File: config.mk
export PLATFORM = sky130hd
export DESIGN_NAME = or_hit_monitor
export DESIGN_NICKNAME = d
export VERILOG_FILES = /design/src/rtl/or_hit_monitor.sv
export SDC_FILE = /design/constraint.sdc
export NUM_CORES = 1
export LEC_CHECK = 0
export CORE_AREA = 2 2 68 70
export DETAILED_ROUTE_END_ITERATION = 8
export DIE_AREA = 0 0 70 72
export GPL_TIMING_DRIVEN = 0
export PLACE_DENSITY = 0.82
export SLEW_MARGIN = 40
export SYNTH_ARGS = -nofsm -noshare
export SYNTH_HDL_FRONTEND = slang
export SYNTH_SLANG_ARGS = --single-unit
File: constraint.sdc
create_clock -name clk -period 1.3 [get_ports clk]
set_input_delay 0.195 -clock clk [delete_from_list [all_inputs] [get_ports clk]]
set_output_delay 0.195 -clock clk [all_outputs]
set_load 0.05 [all_outputs]
File: src/rtl/or_hit_monitor.sv
// Hit monitor behind the pipelined OR-reduction tree: aligns in_valid to the tree latency and
// keeps sticky/pulse/count/first-index event state with a req/ack clear. Optional: OR_HIT_MON_OVF_EN.
module or_hit_monitor #(
  parameter int WIDTH = 10,
  parameter int CNT_W = 8,
  parameter int TS_W  = 16
) (
  input  logic             clk,
  input  logic             rst_n,
  input  logic             in_valid,
  input  logic             or_in,
  input  logic             clr_req,
  output logic             clr_ack,
  output logic             hit_sticky,
  output logic             hit_pulse,
  output logic [CNT_W-1:0] hit_count,
  output logic [TS_W-1:0]  first_ts
`ifdef OR_HIT_MON_OVF_EN
  ,
  output logic             ovf
`endif
);

  // Each tree stage reduces up to 6 inputs and adds one register.
  function automatic int unsigned calc_lat(input int unsigned w);
    int unsigned l;
    int unsigned r;
    l = 1;
    r = w;
    while (r > 6) begin
      r = (r + 5) / 6;
      l++;
    end
    return l;
  endfunction

  localparam int unsigned LAT = calc_lat(WIDTH);

  typedef enum logic {C_IDLE, C_ACK} clr_state_t;

  clr_state_t       state;
  logic [LAT-1:0]   dly;
  logic [TS_W-1:0]  ts;
  logic             v_al;
  logic             hit;
  logic             clr_start;
  logic             base_sticky;
  logic [CNT_W-1:0] base_count;

  assign v_al      = dly[LAT-1];
  assign hit       = v_al & or_in;
  assign clr_start = (state == C_IDLE) && clr_req;

  // A clear landing with a hit is applied first; the hit then counts as the first post-clear event.
  always_comb begin
    base_sticky = hit_sticky;
    base_count  = hit_count;
    if (clr_start) begin
      base_sticky = 1'b0;
      base_count  = '0;
    end
  end

  always_ff @(posedge clk or negedge rst_n) begin
    if (!rst_n) begin
      dly <= '0;
      ts  <= '0;
    end else begin
      dly[0] <= in_valid;
      for (int unsigned i = 1; i < LAT; i++) dly[i] <= dly[i-1];
      if (v_al) ts <= ts + TS_W'(1);
    end
  end

  always_ff @(posedge clk or negedge rst_n) begin
    if (!rst_n) begin
      state   <= C_IDLE;
      clr_ack <= 1'b0;
    end else begin
      case (state)
        C_IDLE: if (clr_req) begin
          state   <= C_ACK;
          clr_ack <= 1'b1;
        end
        C_ACK: if (!clr_req) begin
          state   <= C_IDLE;
          clr_ack <= 1'b0;
        end
        default: begin
          state   <= C_IDLE;
          clr_ack <= 1'b0;
        end
      endcase
    end
  end

  always_ff @(posedge clk or negedge rst_n) begin
    if (!rst_n) begin
      hit_sticky <= 1'b0;
      hit_pulse  <= 1'b0;
      hit_count  <= '0;
      first_ts   <= '0;
    end else begin
      hit_pulse  <= 1'b0;
      hit_sticky <= base_sticky;
      hit_count  <= base_count;
      if (clr_start) first_ts <= '0;
      if (hit) begin
        if (base_count != '1) hit_count <= base_count + CNT_W'(1);
        if (!base_sticky) begin
          hit_sticky <= 1'b1;
          hit_pulse  <= 1'b1;
          first_ts   <= ts;
        end
      end
    end
  end

`ifdef OR_HIT_MON_OVF_EN
  always_ff @(posedge clk or negedge rst_n) begin
    if (!rst_n) ovf <= 1'b0;
    else        ovf <= (ovf & ~clr_start) | (hit & (base_count == '1));
  end
`endif

endmodule
==> out/qor.txt, run 1 <==
TIMING
------------------------------------------------------------------------------------------
Sum of negative setup slack                                                        -136 ps
Worst setup margin                                                                -49.9 ps
Slew Limit Headroom                                                                  0.786
Final-layout worst hold slack                                                       285 ps
Count of pins over their slew limit                                                      0
Setup repair after global routing missed its margin                                   true
Top achievable clock speed                                                       0.741 GHz
Clock Skews                                                                        4.19 ps
Final Critical Period                                                              1350 ps
Period Utilization, post-route                                                        1.04
Hold Vio Cnt, Final                                                                      0
# setup viols final                                                                      8
Slew at the pin closest to its max-slew limit                                       319 ps

CRITICAL PATH
------------------------------------------------------------------------------------------
Critical-path maximum fanout                                                             7
Kind of cell adding the most delay to the critical path                       simple AND/OR/NAND/NOR gates
Count of buffering cells on the critical path with inverters included                    1
Depth of the worst register-to-register path                                             5
Type of the worst setup path                                                       reg2reg
Arrival time at the worst endpoint                                                 1540 ps
Sort of element at the end of the critical path                                  flip-flop
CP required                                                                        1490 ps
Slowest stage cell on the critical path                                       sky130_fd_sc_hd__dfrtp_1
Peak per-stage delay on the critical path                                           340 ps
Ordered cell list for the critical path                                       buf_6 > nand4_4 > nor4_4 > nand3_2 > xnor2_1
Crit. path cell count                                                                    5
Startpoint kind of the worst setup timing path                                   flip-flop

GRT
------------------------------------------------------------------------------------------
Largest net degree at the start of global routing                                       34
All-layer global routing usage                                                       0.194
Aggregate global routing overflow                                                        0
Antenna violations before repair                                                         0
Global-route wire length before repair                                             7.64 mm
Via count of the first global-routing pass                                            1575

LAYOUT
------------------------------------------------------------------------------------------
ANT cells                                                                                0
Fraction of the core area covered by cells at the end of the flow                    0.641
P&R area growth vs syn                                                               38.9%
Share of final-layout standard cells stronger than drive strength 1                  0.397
Nets                                                                                   240
Final std cells w/o fill                                                               286

DETAILED ROUTING
------------------------------------------------------------------------------------------
Antenna violation net count after detailed routing                                       0
Total routed wirelength                                                            4.54 mm
Total vias in the final route                                                         1566
Detail-routed via count per cell                                                      5.48
Routed WL per cell                                                                 15.9 µm
Drt first pass iters                                                                     4
Iteration-0 DRC count of the detailed router                                           147
Number of remaining DRC errors                                                           0

CLOCKING
------------------------------------------------------------------------------------------
Clock Root Buffer                                                             sky130_fd_sc_hd__clkbuf_8
Clock buffers created by TritonCTS                                                       5
Clock Tree Buf Depth                                                                     2
Clock edge transition at the registers on the reported setup and hold paths          80 ps
Clk sink count                                                                          46
Number of levels in the clock H-tree                                                     2
Clk Latency, worst-skew pair                                                        300 ps
CTS tree                                                                               yes

LOGIC SYNTHESIS
------------------------------------------------------------------------------------------
Dominant cell by count in the synthesized netlist                             sky130_fd_sc_hd__dfrtp_1
Top cell types by occurrence after synthesis                                  sky130_fd_sc_hd__dfrtp_1 (46), sky130_fd_sc_hd__nand2_1 (41), sky130_fd_sc_hd__o211ai_1 (17)
XOR/XNOR Fraction of Synth Area                                                     0.0712
Cell taking the most area after synthesis                                     sky130_fd_sc_hd__dfrtp_1
Post-synth ARST share                                                                 1.00
Simple-gate share of the synthesized area                                            0.202
Netlist area before placement                                                  0.00197 mm²
Number of unique standard cell types used by synthesis                                  29
Count of mapped cells out of synthesis                                                 179
Area fraction of the dominant cell type after synthesis                              0.584
Sequential fraction of the synthesis area                                            0.584
Synthesized area per cell                                                         11.0 µm²
Main combinational cell family by area after synthesis                        simple AND/OR/NAND/NOR gates
Yosys warnings                                                                           0
Leading register cell type out of synthesis                                   sky130_fd_sc_hd__dfrtp_1
Net count of the mapped netlist                                                        186
Main area contributors after synthesis                                        sky130_fd_sc_hd__dfrtp_1 (58%), sky130_fd_sc_hd__nand2_1 (7.8%), sky130_fd_sc_hd__o211ai_1 (6.5%)
Number of enable-type register cells in the synthesized netlist                          0
Post-Synth Adder-Cell Area                                                          0.0127
Mux cell area share after synthesis                                                0.00572
Register bit total from synthesis                                                       46
Complex-gate fraction of the synthesized area                                       0.0966

FLOORPLAN
------------------------------------------------------------------------------------------
Number of I/O pins                                                                      32
Area of the die                                                                0.00504 mm²
Number of rows in the core area                                                         24
Die boundary width                                                                   70 µm
Core area                                                                      0.00426 mm²
Effective utilization at floorplan                                                   0.462
Die span in y                                                                        72 µm

PLACEMENT
------------------------------------------------------------------------------------------
Number of placed instances with taps included                                          263
Port-buffer cells                                                                       31
Routability congestion estimate                                                      0.795
Placed wire-length estimate                                                        2.73 mm

POWER AND IR DROP
------------------------------------------------------------------------------------------
Leakage power figure                                                               1.29 nW
Power density over the cells                                                   1450 mW/mm²
Worst IR Drop VDD                                                                 0.535 mV
Total Power                                                                      0.00396 W

WORST HOLD PATH
------------------------------------------------------------------------------------------
Worst Hold Class                                                                  in2async

OUTCOME
------------------------------------------------------------------------------------------
Status                                                                        complete, but fails checks
Violated checks                                                               negative setup slack

FLOW RUN
------------------------------------------------------------------------------------------
Max_cap viols                                                                            0

[layout make-up]
type	count	area, µm²
sequential	46	1170
inverter	4	15.0
buffer	8	83.8
fill	321	1530
multi-input combinational	121	858
clock buffer	8	110
tap	52	65.1
timing repair buffer	47	433
[power breakdown]
group | leakage, nW | switching [W] | internal [W] | total [W]
clock | 0.0575 | 0.000471 | 0.000537 | 0.00101
sequential | 0.592 | 0.000219 | 0.00163 | 0.00185
combinational | 0.643 | 0.000641 | 0.000466 | 0.00111
[path summary, 6_finish.rpt]
path / from / endpoint / slack [ps]
setup reg to reg: dly[1] / ts[15] / -50
hold reg to reg: dly[0] / dly[1] / 350
setup / recovery: dly[1] / ts[15] / -50
hold / removal: rst_n / hit_count[4] / 280
max in group asynchronous: rst_n / ts[10] / 580
min in group clk: in_valid / dly[0] / 340
[worst register-to-register path: cells and delay by family, from the launching register on]
family                 cells  cell delay (ps)
buffers and inverters      1              160
XOR/XNOR                   1              150
AND/OR/NAND/NOR            3              590
flip-flops                 1              340
[layer usage]
| metal | wire length, µm | share of wire | global-route usage |
|---|---|---|---|
| met1 | 1930 | 0.42 | 0.250 |
| met4 | 87 | 0.019 | 0.0876 |
| met2 | 2330 | 0.51 | 0.311 |
| met5 | 0 | 0 | 0 |
| met3 | 203 | 0.045 | 0.0528 |
[logic make-up (layout without fill, tap and decap cells)]
| family | after synthesis | count (layout) |
|---|---|---|
| AOI/OAI and AO/OA | 27 | 27 |
| xor gates and xnor gates | 16 | 16 |
| adders and majority gates | 2 | 2 |
| buffers and inverters | 12 | 67 |
| DFF | 46 | 46 |
| muxes | 1 | 1 |
| and+or+nand+nor | 75 | 75 |
[flip-flops by register name (all words and copies together), names as in the netlist]
signal and flops:
first_ts 16, ts 16, hit_count 8, dly 2
clr_ack 1, hit_pulse 1, hit_sticky 1, state 1
[through the flow]
stage | worst slack, ps | area (µm²)
after global placement | -1360 | 2390
after global routing | -122 | 2740
final | -49.9 | 2740
after detailed placement | -509 | 2410
after floorplan | -17.5 | 2010
after CTS | -51.6 | 2710
[cells in the final DEF, fill, tap and decap left out, types with 2 or more instances in the layout]
master,netlist,routed
sky130_fd_sc_hd__buf_2,4,7
sky130_fd_sc_hd__nor4_4,2,2
sky130_fd_sc_hd__buf_4,1,17
sky130_fd_sc_hd__a21oi_1,3,3
sky130_fd_sc_hd__nand3_4,1,2
sky130_fd_sc_hd__o211ai_1,17,17
sky130_fd_sc_hd__xor2_1,7,7
sky130_fd_sc_hd__nand4_1,3,3
sky130_fd_sc_hd__and3_1,4,2
sky130_fd_sc_hd__nand3_1,6,3
sky130_fd_sc_hd__o21ai_0,3,3
sky130_fd_sc_hd__clkdlybuf4s50_1,0,3
sky130_fd_sc_hd__and3_4,0,2
sky130_fd_sc_hd__nor2_1,8,8
sky130_fd_sc_hd__nor3_1,5,3
sky130_fd_sc_hd__xnor2_1,9,9
sky130_fd_sc_hd__dfrtp_1,46,31
sky130_fd_sc_hd__buf_6,0,3
sky130_fd_sc_hd__buf_8,0,2
sky130_fd_sc_hd__nand2_1,41,40
sky130_fd_sc_hd__ha_4,0,2
sky130_fd_sc_hd__clkbuf_8,0,8
sky130_fd_sc_hd__dfrtp_2,0,15
sky130_fd_sc_hd__nand3_2,1,3
sky130_fd_sc_hd__inv_1,4,3
sky130_fd_sc_hd__clkdlybuf4s15_2,0,20
[timing repair]
action	CTS	global route
endpoints found under the hold margin	28	0
resized for setup	100	27
setup endpoints to repair	47	28
buffers inserted	12	2
hold buffers	1	0
pin swaps	5	9
Power figures use the tool's default switching activity.
==> run 2, diff against run 1 <==
- CORE_AREA: 2 2 68 70 -> 2 2 83 77
- DIE_AREA: 0 0 70 72 -> 0 0 85 79
- PLACE_DENSITY: 0.82 -> 0.66
==> out/qor.txt, run 2 (synthesis results as in run 1) <==
CRITICAL PATH
------------------------------------------------------------------------------------------
Critical-path maximum fanout                                                             5   -2
Sort of element at the end of the critical path                                  flip-flop
CP required                                                                        1530 ps   +40 ps
Startpoint kind of the worst setup timing path                                   flip-flop
Count of buffering cells on the critical path with inverters included                    1   unchanged
Depth of the worst register-to-register path                                             5   unchanged
Arrival time at the worst endpoint                                                 1510 ps   -30 ps
Kind of cell adding the most delay to the critical path                       simple AND/OR/NAND/NOR gates
Slack of the worst reg-to-reg path                                                   20 ps   +70 ps
Ordered cell list for the critical path                                       nand3_4 > buf_4 > nor2_1 > and3_1 > xor2_1
Type of the worst setup path                                                       reg2reg
Peak per-stage delay on the critical path                                           430 ps   +90 ps
End of the worst register-to-register path                                           ts[8]
Source of the worst register-to-register timing path                                 ts[3]
Slowest stage cell on the critical path                                       sky130_fd_sc_hd__dfrtp_2

TIMING
------------------------------------------------------------------------------------------
# setup viols final                                                                      0   -8
Hold Vio Cnt, Final                                                                      0   unchanged
Top achievable clock speed                                                       0.779 GHz   +5.1%
Setup repair after global routing missed its margin                                   true
Worst setup margin                                                                 15.7 ps   +65.6 ps
Slew Limit Headroom                                                                  0.805   +0.0199
Sum of negative setup slack                                                           0 ps   +136 ps
Period Utilization, post-route                                                       0.988   -0.0504
Final-layout worst hold slack                                                       311 ps   +25.9 ps
Final Critical Period                                                              1280 ps   -65.6 ps
Count of pins over their slew limit                                                      0   unchanged
Slew at the pin closest to its max-slew limit                                       290 ps   -29.6 ps
Clock Skews                                                                        7.36 ps   +3.18 ps

CLOCKING
------------------------------------------------------------------------------------------
Clock buffers created by TritonCTS                                                       5   unchanged
Clock Tree Buf Depth                                                                     2   unchanged
CTS tree                                                                               yes
Clock edge transition at the registers on the reported setup and hold paths          90 ps   about the same
Clock Root Buffer                                                             sky130_fd_sc_hd__clkbuf_8
Number of levels in the clock H-tree                                                     2   unchanged
Clk sink count                                                                          46   unchanged
Clk Latency, worst-skew pair                                                        300 ps   about the same

GRT
------------------------------------------------------------------------------------------
Antenna violations before repair                                                         0   unchanged
Aggregate global routing overflow                                                        0   unchanged
Largest net degree at the start of global routing                                       28   -18%
All-layer global routing usage                                                       0.139   -0.0550
Global-route wire length before repair                                             7.23 mm   -5.3%
Via count of the first global-routing pass                                            1460   -7.3%

POWER AND IR DROP
------------------------------------------------------------------------------------------
Leakage power figure                                                               1.28 nW   -0.72%
Worst IR Drop VDD                                                                 0.822 mV   +54%
Power density over the cells                                                   1510 mW/mm²   +4.5%

DETAILED ROUTING
------------------------------------------------------------------------------------------
Iteration-0 DRC count of the detailed router                                            59   -60%
Total vias in the final route                                                         1501   -4.2%
Total routed wirelength                                                            4.28 mm   -5.7%
Antenna violation net count after detailed routing                                       0   unchanged
Detail-routed via count per cell                                                      4.91   -10%
Drt first pass iters                                                                     4   unchanged
Number of remaining DRC errors                                                           0   unchanged
Routed WL per cell                                                                 14.0 µm   -12%

PLACEMENT
------------------------------------------------------------------------------------------
Worst setup slack before clock tree synthesis                                      -520 ps   -10.7 ps
Port-buffer cells                                                                       31   unchanged
Routability congestion estimate                                                      0.722   -9.2%
Placed wire-length estimate                                                        2.85 mm   +4.4%

OUTCOME
------------------------------------------------------------------------------------------
Status                                                                        finished, final reports clean

LAYOUT
------------------------------------------------------------------------------------------
P&R area growth vs syn                                                               40.7%
Nets                                                                                   240   unchanged
Leading cell types in the layout, fill and taps excluded                      sky130_fd_sc_hd__nand2_1 (40), sky130_fd_sc_hd__dfrtp_1 (29), sky130_fd_sc_hd__clkdlybuf4s15_2 (19)
Share of final-layout standard cells stronger than drive strength 1                  0.397   unchanged
ANT cells                                                                                0   unchanged
Fraction of the core area covered by cells at the end of the flow                    0.469   -0.173
Largest registers                                                             first_ts x16, ts x16, hit_count x8
Most frequent standard cell in the layout excluding fill and tap cells        sky130_fd_sc_hd__nand2_1

WORST HOLD PATH
------------------------------------------------------------------------------------------
Worst Hold Class                                                                  in2async

FLOORPLAN
------------------------------------------------------------------------------------------
Core area                                                                      0.00591 mm²   +39%
Area of the die                                                                0.00672 mm²   +33%
Effective utilization at floorplan                                                   0.333   -0.129
Number of I/O pins                                                                      32   unchanged
Number of rows in the core area                                                         27   +13%
Die span in y                                                                        79 µm   +9.7%
Die boundary width                                                                   85 µm   +21%

FLOW RUN
------------------------------------------------------------------------------------------
Max_cap viols                                                                            0   unchanged

## run 2: cell count changes in the layout (fill, tap and decap cells not counted), sizes merged
| cell | delta |
|---|---|
| buf | +1 |
| clkdlybuf4s15 | -1 |
| bufinv | +2 |
| clkbuf | -3 |
| clkinv | +1 |
## run 2: worst max path at each step
| stage | from | endpoint | slack, ps | cells after the start |
|---|---|---|---|---|
| 2_1_floorplan | hit_count[3] | hit_count[2] | -20 | 4 |
| 5_1_grt | ts[3] | ts[12] | -60 | 4 |
| 3_3_place_gp | rst_n | hit_sticky | -1410 | 1 |
| 3_5_place_dp | clr_req | first_ts[10] | -520 | 7 |
| 4_1_cts | ts[0] | ts[12] | -10 | 5 |
| 6_report | ts[3] | ts[8] | 20 | 5 |
## run 2: power by group
part	switching (W)	internal, W	leakage (nW)	total [W]
Combinational	0.000614	0.000481	0.626	0.00109
Clock	0.000485	0.000770	0.0683	0.00125
Sequential	0.000217	0.00163	0.588	0.00185
## run 2: final cells by class
type	count	area (µm²)
Clock inverter	3	68.8
Inverter	4	15.0
Tap cell	72	90.1
Fill cell	535	3140
Timing Repair Buffer	47	430
Buffer	8	80.1
Clock buffer	5	68.8
Multi-Input combinational cell	121	845
Sequential cell	46	1170
## run 2: routing by layer
metal / wire, µm / GRT usage
met5: 0 / 0
met4: 50 / 0.0429
met3: 177 / 0.0468
met2: 2040 / 0.217
met1: 2020 / 0.183
## run 2: stage by stage
step	cells	power, W	cell area (µm²)
floorplan	179	0.00241	2010
global placement	282	0.00268	2410
detailed placement	283	0.00272	2430
CTS	301	0.00412	2740
global route	306	0.00443	2770
finish	306	0.00419	2770
## run 2: timing repair
item / 4_1_cts / 5_1_grt
endpoints found under the setup margin: 55 / 28
pin swaps: 3 / 10
endpoints found under the hold margin: 19 / 0
hold buffers: 1 / 0
setup buffers: 9 / 5
gates resized for setup: 102 / 27
cloned: 0 / 0
## run 2: worst register-to-register path, delay by kind of cell (launching register included)
kind | cells | cell delay (ps)
DFF | 1 | 430
buffers and inverters | 1 | 160
and+or+nand+nor | 3 | 470
xor gates and xnor gates | 1 | 150
==> RTL edit 1 (config.mk and constraints of run 1) <==
Set the parameter `CNT_W` to 6 (it was 8).
--- a/src/rtl/or_hit_monitor.sv
+++ b/src/rtl/or_hit_monitor.sv
@@ -2,7 +2,7 @@
 // keeps sticky/pulse/count/first-index event state with a req/ack clear. Optional: OR_HIT_MON_OVF_EN.
 module or_hit_monitor #(
   parameter int WIDTH = 10,
-  parameter int CNT_W = 8,
+  parameter int CNT_W = 6,
   parameter int TS_W  = 16
 ) (
   input  logic             clk,
Ports: changed (resized hit_count); port bits go from 32 to 30. No check against the original RTL was run, so the function may have changed too.
==> RTL edit 1 against run 1 <==
The run still ends with setup timing left. Critical path depth grew 3. Area after synthesis grew 2.6%. Sequential cell count shrank 2. Power shrank 2.1%. Worst setup slack lost 0.45 ns. Design area grew 4.5%. Routed wire length shrank 1.8%.
==> RTL edit 1: results <==
metrics = {
    "sta": {
        "report.final.setup_viol": 29,
        "worst_pin_slew_ns": 0.550,
        "final_critical_path_setup_slack_ns": -0.498,
        "timing.clock.skew_ns": 0.00918,
        "tns_ns": -9.17,
    },
    "worst_setup_path": {
        "crit_path_max_incr_delay_ns": 0.37,
        "beginning_of_the_critical_path": "state$_DFF_PN0_",
        "timing.critical_path.to": "hit_count[1]$_DFF_PN0_",
        "worst_path_dominant_cell_family": "flip-flops",
    },
    "placement": {
        "dp.final_hpwl_um": 2530,
        "place_worst_setup_slack_ns": -0.901,
        "gp_congestion": 0.787,
        "port-buffer-count": 29,
    },
    "synth": {
        "synth-seq-cells": 44,
        "synth-adder-area-share": 0.0186,
        "synth_xor_area_frac": 0.0693,
        "ys_types": 36,
        "synth_fp_nets": 168,
        "synth-compound-area-share": 0.0433,
        "synth_sequential_area_ratio": 0.545,
    },
    "detailed_routing": {
        "route.detailed.vias_per_inst": 5.38,
        "drt-initial-drc-count": 136,
    },
    "layout": {
        "fin_nets": 221,
        "multiInputGateArea_um2": 1030,
        "largest_registers_in_the_final_layout": "first_ts: 16 flops, ts: 16 flops, hit_count: 6 flops",
        "bufAreaShareNonClock": 0.189,
        "clock_cell_area_share": 0.0315,
    },
    "status": {
        "violations": "setup timing",
        "run_status": "finished, violations left",
    },
    "hold_path": {
        "worstHoldPathType": "input port to flop",
    },
    "clock_tree": {
        "post_cts.resized_instances": 90,
        "post-cts-setup-buffers": 10,
    },
    "grt": {
        "grt_first_pass_wirelength_um": 7210,
    },
}
## RTL edit 1: changes by cell type after synthesis, sizes merged, moves of 3 or more
cell	run 1	this run
mux2	1	17
nor2b	1	17
xnor2	9	5
o211ai	17	0
xor2	7	11
nor4	2	8
nand2	41	9
nand3	8	5
nor2	8	3
nand4	4	8
## RTL edit 1: per-layer routing
metal / GRT usage / wire length, um / vias to the layer above
li1: - / - / 669
met1: 0.242 / 2040 / 734
met2: 0.311 / 2250 / 24
met3: 0.0458 / 123 / 4
met4: 0.0513 / 44 / 0
met5: 0 / 0 / -
## RTL edit 1: power breakdown
part	internal, W	total (W)	switching (W)
sequential	0.00157	0.00184	0.000269
combinational	0.000510	0.00117	0.000662
clock	0.000434	0.000872	0.000438
## RTL edit 1: stage by stage
step,area (um^2),total power (W),cells
2_1_floorplan,2130,0.00254,160
3_3_place_gp,2480,0.00284,241
3_5_place_dp,2480,0.00287,241
4_1_cts,2760,0.00379,261
5_1_grt,2860,0.00407,266
6_report,2860,0.00388,266
==> RTL edit 2 (settings of run 1) <==
Made on the original files. Put one more register stage on the output `hit_count`, cleared by the reset. The value now appears one clock later. The other outputs are not delayed to match.
--- a/src/rtl/or_hit_monitor.sv
+++ b/src/rtl/or_hit_monitor.sv
@@ -20,6 +20,8 @@
   output logic             ovf
 `endif
 );
+
+  logic [CNT_W-1:0] hit_count_s0;
 
   // Each tree stage reduces up to 6 inputs and adds one register.
   function automatic int unsigned calc_lat(input int unsigned w);
@@ -54,7 +56,7 @@
   // A clear landing with a hit is applied first; the hit then counts as the first post-clear event.
   always_comb begin
     base_sticky = hit_sticky;
-    base_count  = hit_count;
+    base_count  = hit_count_s0;
     if (clr_start) begin
       base_sticky = 1'b0;
       base_count  = '0;
@@ -98,15 +100,15 @@
     if (!rst_n) begin
       hit_sticky <= 1'b0;
       hit_pulse  <= 1'b0;
-      hit_count  <= '0;
+      hit_count_s0 <= '0;
       first_ts   <= '0;
     end else begin
       hit_pulse  <= 1'b0;
       hit_sticky <= base_sticky;
-      hit_count  <= base_count;
+      hit_count_s0 <= base_count;
       if (clr_start) first_ts <= '0;
       if (hit) begin
-        if (base_count != '1) hit_count <= base_count + CNT_W'(1);
+        if (base_count != '1) hit_count_s0 <= base_count + CNT_W'(1);
         if (!base_sticky) begin
           hit_sticky <= 1'b1;
           hit_pulse  <= 1'b1;
@@ -123,4 +125,12 @@
   end
 `endif
 
+  always_ff @(posedge clk or negedge rst_n) begin
+    if (!rst_n) begin
+      hit_count <= '0;
+    end else begin
+      hit_count <= hit_count_s0;
+    end
+  end
+
 endmodule
Function: changed (Yosys sat finds a counterexample within 4 cycles, from zero or initial values and one cycle with rst_n low).
==> RTL edit 2 against run 1 <==
The run still ends with setup timing left. Area after synthesis is 11% higher. Routed wire length is 2.4% lower. Design area is 10% higher. Die area stayed put. Power is 1.4% higher. Sequential cell count is 8 higher. Worst setup slack worse by 0.018 ns. Critical path type unchanged. Highest routed layer unchanged.
==> RTL edit 2: results <==
metrics = {
    "sta": {
        "final_critical_path_setup_slack_ns": -0.0675,
        "report.final.setup_viol": 18,
        "relSlewSlack": 0.761,
        "timing.clock.skew_ns": 0.00388,
        "hold_ws_ns": 0.320,
        "tns_ns": -0.495,
    },
    "hold_path": {
        "worstHoldPathType": "input port to flop",
        "hold-path-cell-count": 1,
    },
    "status": {
        "violations": "setup timing",
        "run_status": "finished, violations left",
    },
    "power_and_ir_drop": {
        "vdd_drop_max_uv": 922,
        "intPower_w": 0.00267,
        "pwr-share-clk": 0.226,
        "sw_frac_of_total": 0.335,
        "static-leakage-power_nw": 1.35,
        "p_comb_w": 0.00101,
    },
    "layout": {
        "fillerInstances": 296,
        "drive_gt1_frac": 0.384,
        "layoutNonFillerInstCount": 297,
    },
    "detailed_routing": {
        "detail_route.wl_per_cell_um": 14.9,
        "drt-initial-drc-count": 108,
        "vias": 1591,
    },
    "placement": {
        "place.detailed.instances": 273,
        "dpl_cell_area_um2": 2620,
        "place_worst_setup_slack_ns": -0.490,
        "gp_congestion": 0.794,
    },
    "synth": {
        "synth-adder-area-share": 0.0114,
        "synth.area.top_cells": "dfrtp_1 (62%), nand2_1 (7.2%), o211ai_1 (5.5%), xnor2_1 (4.8%), xor2_1 (1.6%)",
        "synth-compound-area-share": 0.0983,
        "postSynthCellCount": 189,
        "top_post_synthesis_cells_by_count": "dfrtp_1 (54), nand2_1 (42), o211ai_1 (16)",
        "synth_xor_area_frac": 0.0640,
        "muxShareOfSynthArea": 0.00514,
    },
    "grt": {
        "grt_first_pass_wirelength_um": 7380,
        "track_usage": 0.187,
        "grt_start_max_net_pins": 29,
    },
    "worst_setup_path": {
        "timing.critical_path.arrival_ns": 1.59,
        "crit_path_max_incr_delay_ns": 0.36,
        "crit-reg2reg-launch": "state$_DFF_PN0_",
        "timing.critical_path.fanout_max": 4,
    },
    "clock_tree": {
        "post-cts-setup-buffers": 14,
        "post_cts.resized_instances": 105,
    },
}
==> RTL edit 2: changes by cell type in the layout (fill, tap and decap cells not counted), sizes merged, moves of 2 or more <==
cell,run 1,this run
clkdlybuf4s15,20,26
nand3,8,4
xor2,7,4
dfrtp,46,54
a31oi,1,3
and3,4,2
xnor2,9,12
buf,30,23
nand2,41,43
==> RTL edit 2: per-layer routing <==
| layer | track usage | routed length, um | up-vias |
|---|---|---|---|
| li1 | - | - | 760 |
| met5 | 0 | 0 | - |
| met4 | 0.0897 | 88 | 0 |
| met1 | 0.239 | 1990 | 791 |
| met2 | 0.310 | 2200 | 31 |
| met3 | 0.0375 | 153 | 9 |
==> RTL edit 2: final cells by class <==
| cell class | count | area share |
|---|---|---|
| clock buffer | 8 | 0.0266 |
| sequential | 54 | 0.452 |
| buffer | 6 | 0.0179 |
| inverter | 5 | 0.00707 |
| timing repair buffer | 50 | 0.172 |
| tap | 52 | 0.0216 |
| multi-input combinational | 122 | 0.303 |
